### src/rtl/id_ex_reg.sv
// ID/EX pipeline register of the 5-stage MIPS core, with load-use hazard
// detection, EX hold, branch flush and illegal-extension-mode trapping.
module id_ex_reg #(
    parameter int CTRL_W       = 16,
    parameter int MEMREAD_BIT  = 3,
    parameter int REGWRITE_BIT = 0
) (
    input  logic              clk,
    input  logic              reset,
    input  logic              hold,
    input  logic              flush,
    input  logic              id_valid,
    input  logic [31:0]       id_pc,
    input  logic [31:0]       id_instr,
    input  logic [31:0]       id_rs_data,
    input  logic [31:0]       id_rt_data,
    input  logic [31:0]       id_ext_imm,
    input  logic [1:0]        id_ext_sel,
    input  logic [CTRL_W-1:0] id_ctrl,
    input  logic [4:0]        id_wr_reg,
    output logic              ex_valid,
    output logic [31:0]       ex_pc,
    output logic [31:0]       ex_instr,
    output logic [31:0]       ex_rs_data,
    output logic [31:0]       ex_rt_data,
    output logic [31:0]       ex_ext_imm,
    output logic [CTRL_W-1:0] ex_ctrl,
    output logic [4:0]        ex_wr_reg,
    output logic [4:0]        ex_rs,
    output logic [4:0]        ex_rt,
    output logic              load_use_stall,
    output logic              ext_err
);

    logic              ex_valid_q,   ex_valid_d;
    logic [31:0]       ex_pc_q,      ex_pc_d;
    logic [31:0]       ex_instr_q,   ex_instr_d;
    logic [31:0]       ex_rs_data_q, ex_rs_data_d;
    logic [31:0]       ex_rt_data_q, ex_rt_data_d;
    logic [31:0]       ex_ext_imm_q, ex_ext_imm_d;
    logic [CTRL_W-1:0] ex_ctrl_q,    ex_ctrl_d;
    logic [4:0]        ex_wr_reg_q,  ex_wr_reg_d;
    logic [4:0]        ex_rs_q,      ex_rs_d;
    logic [4:0]        ex_rt_q,      ex_rt_d;
    logic              ext_err_q,    ext_err_d;

    logic              hazard_s;
    logic              stall_s;
    logic              ext_ill_s;
    logic [CTRL_W-1:0] ctrl_cap_s;
    logic [CTRL_W-1:0] regwrite_mask_s;

    // A load in EX whose destination is read by the instruction in ID.
    assign hazard_s = ex_valid_q & ex_ctrl_q[MEMREAD_BIT] & id_valid &
                      (ex_wr_reg_q != 5'd0) &
                      ((ex_wr_reg_q == id_instr[25:21]) |
                       (ex_wr_reg_q == id_instr[20:16]));
    assign stall_s  = hazard_s & ~reset & ~flush;

    assign ext_ill_s       = id_valid & (id_ext_sel == 2'b11);
    assign regwrite_mask_s = ~({{(CTRL_W-1){1'b0}}, ext_ill_s} << REGWRITE_BIT);

    // Control captured from ID: invalid slots carry no control, illegal modes lose the write.
    always_comb begin
        ctrl_cap_s = {CTRL_W{1'b0}};
        if (id_valid) begin
            ctrl_cap_s = id_ctrl & regwrite_mask_s;
        end else begin
            ctrl_cap_s = {CTRL_W{1'b0}};
        end
    end

    // Next-state selection: flush, then hold, then load-use bubble, then capture.
    always_comb begin
        ex_valid_d   = ex_valid_q;
        ex_pc_d      = ex_pc_q;
        ex_instr_d   = ex_instr_q;
        ex_rs_data_d = ex_rs_data_q;
        ex_rt_data_d = ex_rt_data_q;
        ex_ext_imm_d = ex_ext_imm_q;
        ex_ctrl_d    = ex_ctrl_q;
        ex_wr_reg_d  = ex_wr_reg_q;
        ex_rs_d      = ex_rs_q;
        ex_rt_d      = ex_rt_q;
        ext_err_d    = 1'b0;
        if (flush || (!hold && stall_s)) begin
            ex_valid_d   = 1'b0;
            ex_pc_d      = 32'd0;
            ex_instr_d   = 32'd0;
            ex_rs_data_d = 32'd0;
            ex_rt_data_d = 32'd0;
            ex_ext_imm_d = 32'd0;
            ex_ctrl_d    = {CTRL_W{1'b0}};
            ex_wr_reg_d  = 5'd0;
            ex_rs_d      = 5'd0;
            ex_rt_d      = 5'd0;
        end else if (hold) begin
            ext_err_d    = 1'b0;
        end else begin
            ex_valid_d   = id_valid;
            ex_pc_d      = id_pc;
            ex_instr_d   = id_instr;
            ex_rs_data_d = id_rs_data;
            ex_rt_data_d = id_rt_data;
            ex_ext_imm_d = ext_ill_s ? 32'd0 : id_ext_imm;
            ex_ctrl_d    = ctrl_cap_s;
            ex_wr_reg_d  = id_valid ? id_wr_reg : 5'd0;
            ex_rs_d      = id_instr[25:21];
            ex_rt_d      = id_instr[20:16];
            ext_err_d    = ext_ill_s;
        end
    end

    // State registers with synchronous reset taking priority.
    always_ff @(posedge clk) begin
        if (reset) begin
            ex_valid_q   <= 1'b0;
            ex_pc_q      <= 32'd0;
            ex_instr_q   <= 32'd0;
            ex_rs_data_q <= 32'd0;
            ex_rt_data_q <= 32'd0;
            ex_ext_imm_q <= 32'd0;
            ex_ctrl_q    <= {CTRL_W{1'b0}};
            ex_wr_reg_q  <= 5'd0;
            ex_rs_q      <= 5'd0;
            ex_rt_q      <= 5'd0;
            ext_err_q    <= 1'b0;
        end else begin
            ex_valid_q   <= ex_valid_d;
            ex_pc_q      <= ex_pc_d;
            ex_instr_q   <= ex_instr_d;
            ex_rs_data_q <= ex_rs_data_d;
            ex_rt_data_q <= ex_rt_data_d;
            ex_ext_imm_q <= ex_ext_imm_d;
            ex_ctrl_q    <= ex_ctrl_d;
            ex_wr_reg_q  <= ex_wr_reg_d;
            ex_rs_q      <= ex_rs_d;
            ex_rt_q      <= ex_rt_d;
            ext_err_q    <= ext_err_d;
        end
    end

    assign ex_valid       = ex_valid_q;
    assign ex_pc          = ex_pc_q;
    assign ex_instr       = ex_instr_q;
    assign ex_rs_data     = ex_rs_data_q;
    assign ex_rt_data     = ex_rt_data_q;
    assign ex_ext_imm     = ex_ext_imm_q;
    assign ex_ctrl        = ex_ctrl_q;
    assign ex_wr_reg      = ex_wr_reg_q;
    assign ex_rs          = ex_rs_q;
    assign ex_rt          = ex_rt_q;
    assign ext_err        = ext_err_q;
    assign load_use_stall = stall_s;

endmodule

### config.mk
export PLATFORM = sky130hd
export DESIGN_NAME = id_ex_reg
export DESIGN_NICKNAME = d
export VERILOG_FILES = /design/src/rtl/id_ex_reg.sv
export SDC_FILE = /design/constraint.sdc
export NUM_CORES = 1
export LEC_CHECK = 0
export ABC_CLOCK_PERIOD_IN_PS = 4000
export CORE_AREA = 2 2 150 152
export CTS_BUF_LIST = sky130_fd_sc_hd__clkbuf_8
export CTS_CLUSTER_DIAMETER = 100
export CTS_CLUSTER_SIZE = 8
export DETAILED_ROUTE_END_ITERATION = 16
export DIE_AREA = 0 0 152 154
export MAX_ROUTING_LAYER = met4
export PLACE_DENSITY = 0.72
export SYNTH_ARGS = -nofsm -noshare
export SYNTH_HDL_FRONTEND = slang
export SYNTH_SLANG_ARGS = --single-unit
### constraint.sdc
create_clock -name clk -period 4 [get_ports clk]
set_clock_uncertainty 0.2 [all_clocks]
set_input_delay 0.8 -clock clk [delete_from_list [all_inputs] [get_ports clk]]
set_output_delay 0.8 -clock clk [all_outputs]
set_load 0.02 [all_outputs]
After elaboration in Yosys (flattened, before gate mapping)
Index checks and enable logic that the tools add are counted.

word-level totals
  input port bits = 188
  word-level logic and storage cells = 35
  output and inout port bits = 194
  bits in registers = 193

operators by class
  bitwise gates (word level) = 12
  multiplexer cells = 3
  equality and inequality tests = 3
  reductions and logical operators = 6

operators by type and width
  kind                                        number
  32-bit 2-to-1 mux                           1
  16-bit AND                                  1
  16-bit 2-to-1 mux                           1
  1-bit inverter with 16-bit output           1
  5-bit equality test                         2
  1-bit AND                                   7
  5-bit 2-to-1 mux                            1
  5-bit nonzero test                          1
  3-bit OR reduction                          1
  2-bit equality test, second input constant  1
  1-bit inverter                              2
  2-bit OR reduction                          1
  1-bit logical AND                           1
  1-bit zero test                             1
  1-bit logical OR                            1
  1-bit bitwise OR                            1

Longest topological paths before layout
Gate-level depths: netlist (run 1).

  depth in word-level cells = 9
  gate-level depth with buffers = 7
  mapped depth without buffers = 4

Worst setup path before layout (run 1)
OpenSTA, ideal clock, no wires.

  path kind = in2out
  start = in reset
  end = out load_use_stall
  arrival time = 1,933 ps
  buffers on the path = 2
  required time = 3,000 ps
  cell stages on the path = 6
  slack = 1,067 ps
  path through = or2_1 -> a211o_1 -> buf_2 -> buf_2 -> inv_1 -> and2_1

between the ends
  word-level cells in the longest chain between the ends = 3

ends and longest elaborated chain
  what                    RTL line  source
  start, declared         9         input logic reset,
  1-bit inverter          58        assign stall_s = hazard_s & ~reset & ~flush;
  1-bit AND (2 in a row)  58
  end, declared           31        output logic load_use_stall,

No other way between the ends.

Final worst setup path (run 1)
Same ends and word-level chain as after synthesis.

==> results.sh, run 1 <==
export IMPL_start_util_pct=35.85
export IMPL_wl_per_cell_um=18.25
export IMPL_status="complete, no violations"
export IMPL_hold_ws_ps=276.1
export IMPL_yosys_cell_types_count=26
export IMPL_antennaDiodeCount=0
export IMPL_slew_headroom_pct=32.53
export IMPL_ff2ff_path_depth=5
export IMPL_finalCriticalPeriod_ps=3706
export IMPL_power_density_mw_per_mm2=350.0
export IMPL_worstHoldPathType="flop to flop"
export IMPL_vias_per_cell=5.538
export IMPL_die_w_um=152
export IMPL_placed_cells=1449
export IMPL_synth_nets=1080
export IMPL_area_growth_pct=53.80
export IMPL_die_y_um=154
export IMPL_fp_coreArea_mm2=0.02169
export IMPL_multiInputGateArea_mm2=0.003550
export IMPL_worstReg2RegStart="ex_wr_reg[0]"
export IMPL_hpwlAfterDp_mm=17.39
export IMPL_worstHoldEndpoint="ex_pc[0]"
export IMPL_ys_seq_elements=183
export IMPL_postRouteWirelength_mm=27.00
export IMPL_ctsHtreeMaxLevel=4
export IMPL_slew_violations=0
export IMPL_crit_fanout=3
export IMPL_synth_avg_cell_area_um2=8.716
export IMPL_peakVddDrop_uv=271.2
export IMPL_antenna_found_initial=0
export IMPL_cts_buffers=17
export IMPL_total_leakage_power_nw=4.007
export IMPL_clkSinkCount=183
export IMPL_yosysWarnings=0
export IMPL_netlist_instances=892
export IMPL_post_cts_resized=0
export IMPL_critPathArrivalTime_ps=2710
export IMPL_grt_pass1_wl_mm=41.70
export IMPL_grt_use_total_pct=22.46
export IMPL_yosysSeqAreaShare_pct=47.12
export IMPL_nNetsFinal=1376
export IMPL_io_pin_count=382
export IMPL_fmax_ghz=0.2699
export IMPL_overflow=0
export IMPL_first_global_vias=7433
export IMPL_hold_path_depth=2
export IMPL_cts_tree="yes"
export IMPL_ant_nets=0
export IMPL_nFillCells=1956
export IMPL_critPathLaunchType="input port"
export IMPL_r2r_end="ex_ctrl[14]"
export IMPL_drcViolationCount=0
export IMPL_drt_iter0_drc=632
export IMPL_std_cell_rows=54
export IMPL_final_cells=1479
export IMPL_post_cts_setup_buffers=0
export IMPL_die_area_mm2=0.02341
export IMPL_clk_latency_ps=460
export IMPL_gp_congestion=0.8146
export IMPL_maxCapViolCount=0
export IMPL_first_pass_iters=5
export IMPL_finalCritPeriodShare_pct=92.64
export IMPL_hold_violations=0
export IMPL_fin_tns_setup_ps=0
export IMPL_drive_gt1_share_pct=3.753
export IMPL_syn_cell_area_mm2=0.007775
export IMPL_setup_ws_ps=294.4
export IMPL_clk_pin_slew_ps=90
export IMPL_worstMarginPinSlew_ps=1012
export IMPL_clockBufferDepth=2
export IMPL_rsz0062_at_grt="false"
export IMPL_dr_total_vias=8191
export IMPL_port_buffer_count=381
export IMPL_hold_path_startpoint="ex_pc[0]"
export IMPL_cts_root_buf="clkbuf_8"
export IMPL_cp_required_ps=3000
export IMPL_post_place_ws_ps=289.9
export IMPL_grt_max_degree=184
export IMPL_r2r_slack_ps=1550
export IMPL_seq_area_mm2=0.003664
export IMPL_postCtsHoldBufs=0
export IMPL_crit_type="input port to primary output"
export IMPL_endpoint_kind="primary output"
export IMPL_setup_viol=0
==> worst max-delay path, cell delays in order <==
cell and delay (ps):
clkdlybuf4s50_1 470, or2_1 310, a211o_4 340, inv_1 70, and2_1 120, clkdlybuf4s50_1 600
==> routing by layer <==
layer  global-route usage [%]  part of all wire [%]  up-vias
met5                        -                     0        -
met4                    7.032                   2.1        0
met3                    6.144                   7.0       40
met2                    35.95                    49      333
met1                    27.65                    42     3857
li1                         -                     -     3961
==> Yosys cell counts (all sizes together) <==
master,instances,area [um^2]
nand3,24,120.1
a311oi,1,15.01
xnor2,10,87.58
nor3b,1,7.510
inv,1,3.750
a21oi,1,5.000
nor3,2,10.01
nand4,1,6.260
and2,2,12.51
or2,1,6.260
o21ai,182,910.9
a22oi,20,150.1
and3,20,125.1
clkbuf,57,214.0
nand2,163,611.8
nor2,1,3.750
a41oi,1,8.760
buf,58,381.6
a211o,1,8.760
a32oi,161,1410
o22ai,1,12.51
dfxtp,183,3664
==> through the flow <==
| step | area [um^2] | power, mW | util [%] |
|---|---|---|---|
| global route | 11960 | 4.356 | 55.13 |
| finish | 11960 | 4.185 | 55.13 |
| global placement | 11550 | 2.873 | 53.26 |
| CTS | 11960 | 4.227 | 55.13 |
| floorplan | 7775 | 2.383 | - |
| detailed placement | 11550 | 2.885 | 53.26 |
==> cell usage in the layout, fill, tap and decap left out, drive strengths merged <==
cell type / netlist / routed
clkinvlp: 0 / 1
a211o: 1 / 1
o22ai: 1 / 1
nand3: 24 / 24
bufinv: 0 / 3
dfxtp: 183 / 183
clkdlybuf4s50: 0 / 381
o21ai: 182 / 182
nor3: 2 / 2
nand2: 163 / 163
nand4: 1 / 1
inv: 1 / 6
and2: 2 / 2
a41oi: 1 / 1
a32oi: 161 / 161
a311oi: 1 / 1
nor3b: 1 / 1
buf: 58 / 11
clkbuf: 57 / 17
xnor2: 10 / 10
and3: 20 / 20
clkinv: 0 / 4
or2: 1 / 1
nor2: 1 / 1
a22oi: 20 / 20
a21oi: 1 / 1
==> power by group <==
part / switching, mW / internal, mW
clock network: 0.717 / 0.624
logic: 0.411 / 0.437
registers: 0.0641 / 1.93
total: 1.19 / 2.99
==> worst max-delay path by stage <==
| stage | from | end | slack (ps) | depth (start not counted) |
|---|---|---|---|---|
| after floorplan | reset | load_use_stall | 1070 | 6 |
| after global routing | reset | load_use_stall | 210 | 6 |
| after global placement | reset | load_use_stall | 310 | 6 |
| after CTS | reset | load_use_stall | 290 | 6 |
| after detailed placement | reset | load_use_stall | 290 | 6 |
| final | reset | load_use_stall | 290 | 6 |
==> area by class of cell <==
type	instances	share of cell area (%)
clock buffer	17	1.957
clock inverter	13	1.444
inverter	1	0.03139
multi-input combinational	593	29.69
sequential	183	30.64
tap	280	2.930
timing repair buffer	392	33.32
==> cells by family (layout without fill, tap and decap cells) <==
logic type	Yosys count	after routing	synth area share, %
AO/OA/AOI/OAI	368	368	32.43
flip-flops	183	183	47.12
XOR/XNOR	10	10	1.126
buffers and inverters	116	423	7.708
AND/OR/NAND/NOR	215	215	11.62
Power figures use the tool's default switching activity.
==> run 2: changes to the inputs <==
--- a/config.mk
+++ b/config.mk
@@ -7,7 +7,7 @@
 export LEC_CHECK = 0
 export ABC_CLOCK_PERIOD_IN_PS = 4000
 export CORE_AREA = 2 2 150 152
-export CTS_BUF_LIST = sky130_fd_sc_hd__clkbuf_8
+export CTS_BUF_LIST = sky130_fd_sc_hd__clkbuf_8 sky130_fd_sc_hd__clkbuf_16
 export CTS_CLUSTER_DIAMETER = 100
 export CTS_CLUSTER_SIZE = 8
 export DETAILED_ROUTE_END_ITERATION = 16
==> results.sh, run 2 (synthesis gave the netlist of run 1 again) <==
export IMPL_setup_viol=0
export IMPL_fp_coreArea_mm2=0.02169
export IMPL_cp_required_ps=3000
export IMPL_fin_tns_setup_ps=0
export IMPL_post_place_ws_ps=289.9
export IMPL_hold_violations=0
export IMPL_gp_congestion=0.8146
export IMPL_ant_nets=0
export IMPL_first_global_vias=7466
export IMPL_finalCritPeriodShare_pct=92.64
export IMPL_clk_pin_slew_ps=70
export IMPL_dr_total_vias=8188
export IMPL_setup_ws_ps=294.4
export IMPL_slew_headroom_pct=35.03
export IMPL_finalCriticalPeriod_ps=3706
export IMPL_port_buffer_count=381
export IMPL_cts_buffers=17
export IMPL_cts_tree="yes"
export IMPL_endpoint_kind="primary output"
export IMPL_drcViolationCount=0
export IMPL_multiInputGateArea_mm2=0.003550
export IMPL_io_pin_count=382
export IMPL_grt_pass1_wl_mm=42.01
export IMPL_area_growth_pct=56.26
export IMPL_nFillCells=1931
export IMPL_hpwlAfterDp_mm=17.39
export IMPL_die_area_mm2=0.02341
export IMPL_cts_root_buf="clkbuf_16"
export IMPL_antennaDiodeCount=0
export IMPL_total_leakage_power_nw=4.095
export IMPL_crit_type="input port to primary output"
export IMPL_grt_max_degree=184
export IMPL_die_w_um=152
export IMPL_nNetsFinal=1376
export IMPL_clockBufferDepth=2
export IMPL_post_cts_setup_buffers=0
export IMPL_overflow=0
export IMPL_post_cts_resized=0
export IMPL_vias_per_cell=5.536
export IMPL_std_cell_rows=54
export IMPL_wl_per_cell_um=18.24
export IMPL_critPathLaunchType="input port"
export IMPL_clk_latency_ps=430
export IMPL_status="complete, no violations"
export IMPL_drt_iter0_drc=662
export IMPL_final_common_cell="clkdlybuf4s50_1"
export IMPL_final_cell_mix="clkdlybuf4s50_1, dfxtp_1, nand2_1"
export IMPL_maxCapViolCount=0
export IMPL_postCtsHoldBufs=0
export IMPL_antenna_found_initial=0
export IMPL_worstHoldPathType="flop to flop"
export IMPL_slew_violations=0
export IMPL_fmax_ghz=0.2699
export IMPL_clkSinkCount=183
export IMPL_drive_gt1_share_pct=3.753
export IMPL_die_y_um=154
export IMPL_worstMarginPinSlew_ps=974.5
export IMPL_seq_area_mm2=0.003664
export IMPL_grt_use_total_pct=22.55
export IMPL_critPathArrivalTime_ps=2710
export IMPL_rsz0062_at_grt="false"
export IMPL_ctsHtreeMaxLevel=4
export IMPL_power_mw=4.597
export IMPL_crit_fanout=3
export IMPL_peakVddDrop_uv=264.9
export IMPL_start_util_pct=35.85
export IMPL_first_pass_iters=6
export IMPL_power_density_mw_per_mm2=378.3
export IMPL_postRouteWirelength_mm=26.98
==> run 2: cell counts in the layout (fill, tap and decap cells not counted) <==
No cell type changed its count.
==> run 2: per-layer routing <==
layer / wire, um / vias up / global-route usage (%)
li1: - / 3961 / -
met3: 1801 / 35 / 6.116
met5: 0 / - / -
met2: 13480 / 332 / 36.21
met4: 553 / 0 / 6.854
met1: 11150 / 3860 / 27.80
==> run 2: area by class of cell <==
cell class                      count  area share, %
Clock buffer                       17          3.502
Clock inverter                     13          1.421
Inverter                            1        0.03090
Multi-Input combinational cell    593          29.22
Sequential cell                   183          30.15
Tap cell                          280          2.884
Timing Repair Buffer              392          32.79
==> run 2: metrics by stage <==
step | utilization [%] | cells | area (um^2) | hold slack [ps]
floorplan | - | 892 | 7775 | 385.0
global placement | 53.26 | 1449 | 11550 | 246.0
detailed placement | 53.26 | 1449 | 11550 | 255.5
CTS | 56.02 | 1479 | 12150 | 273.8
global route | 56.02 | 1479 | 12150 | 289.0
finish | 56.02 | 1479 | 12150 | 269.2
==> run 2: path summary, 6_finish.rpt <==
kind	start	end	slack, ps	depth (start not counted)
worst max-delay path	reset	load_use_stall	290	6
worst min-delay path	ex_pc[31]	ex_pc[31]	270	2
worst max register to register	ex_wr_reg[0]	ex_ctrl[12]	1610	5
worst min register to register	ex_pc[31]	ex_pc[31]	270	2
==> run 2: critical path, stage by stage <==
cell and delay (ps):
clkdlybuf4s50_1 470, or2_1 310, a211o_4 340, inv_1 70, and2_1 120, clkdlybuf4s50_1 600
==> run 2: power breakdown <==
group | leakage, nW | internal, mW | switching (mW)
combinational | 2.30 | 0.437 | 0.411
clock | 0.295 | 0.990 | 0.763
sequential | 1.50 | 1.93 | 0.0645
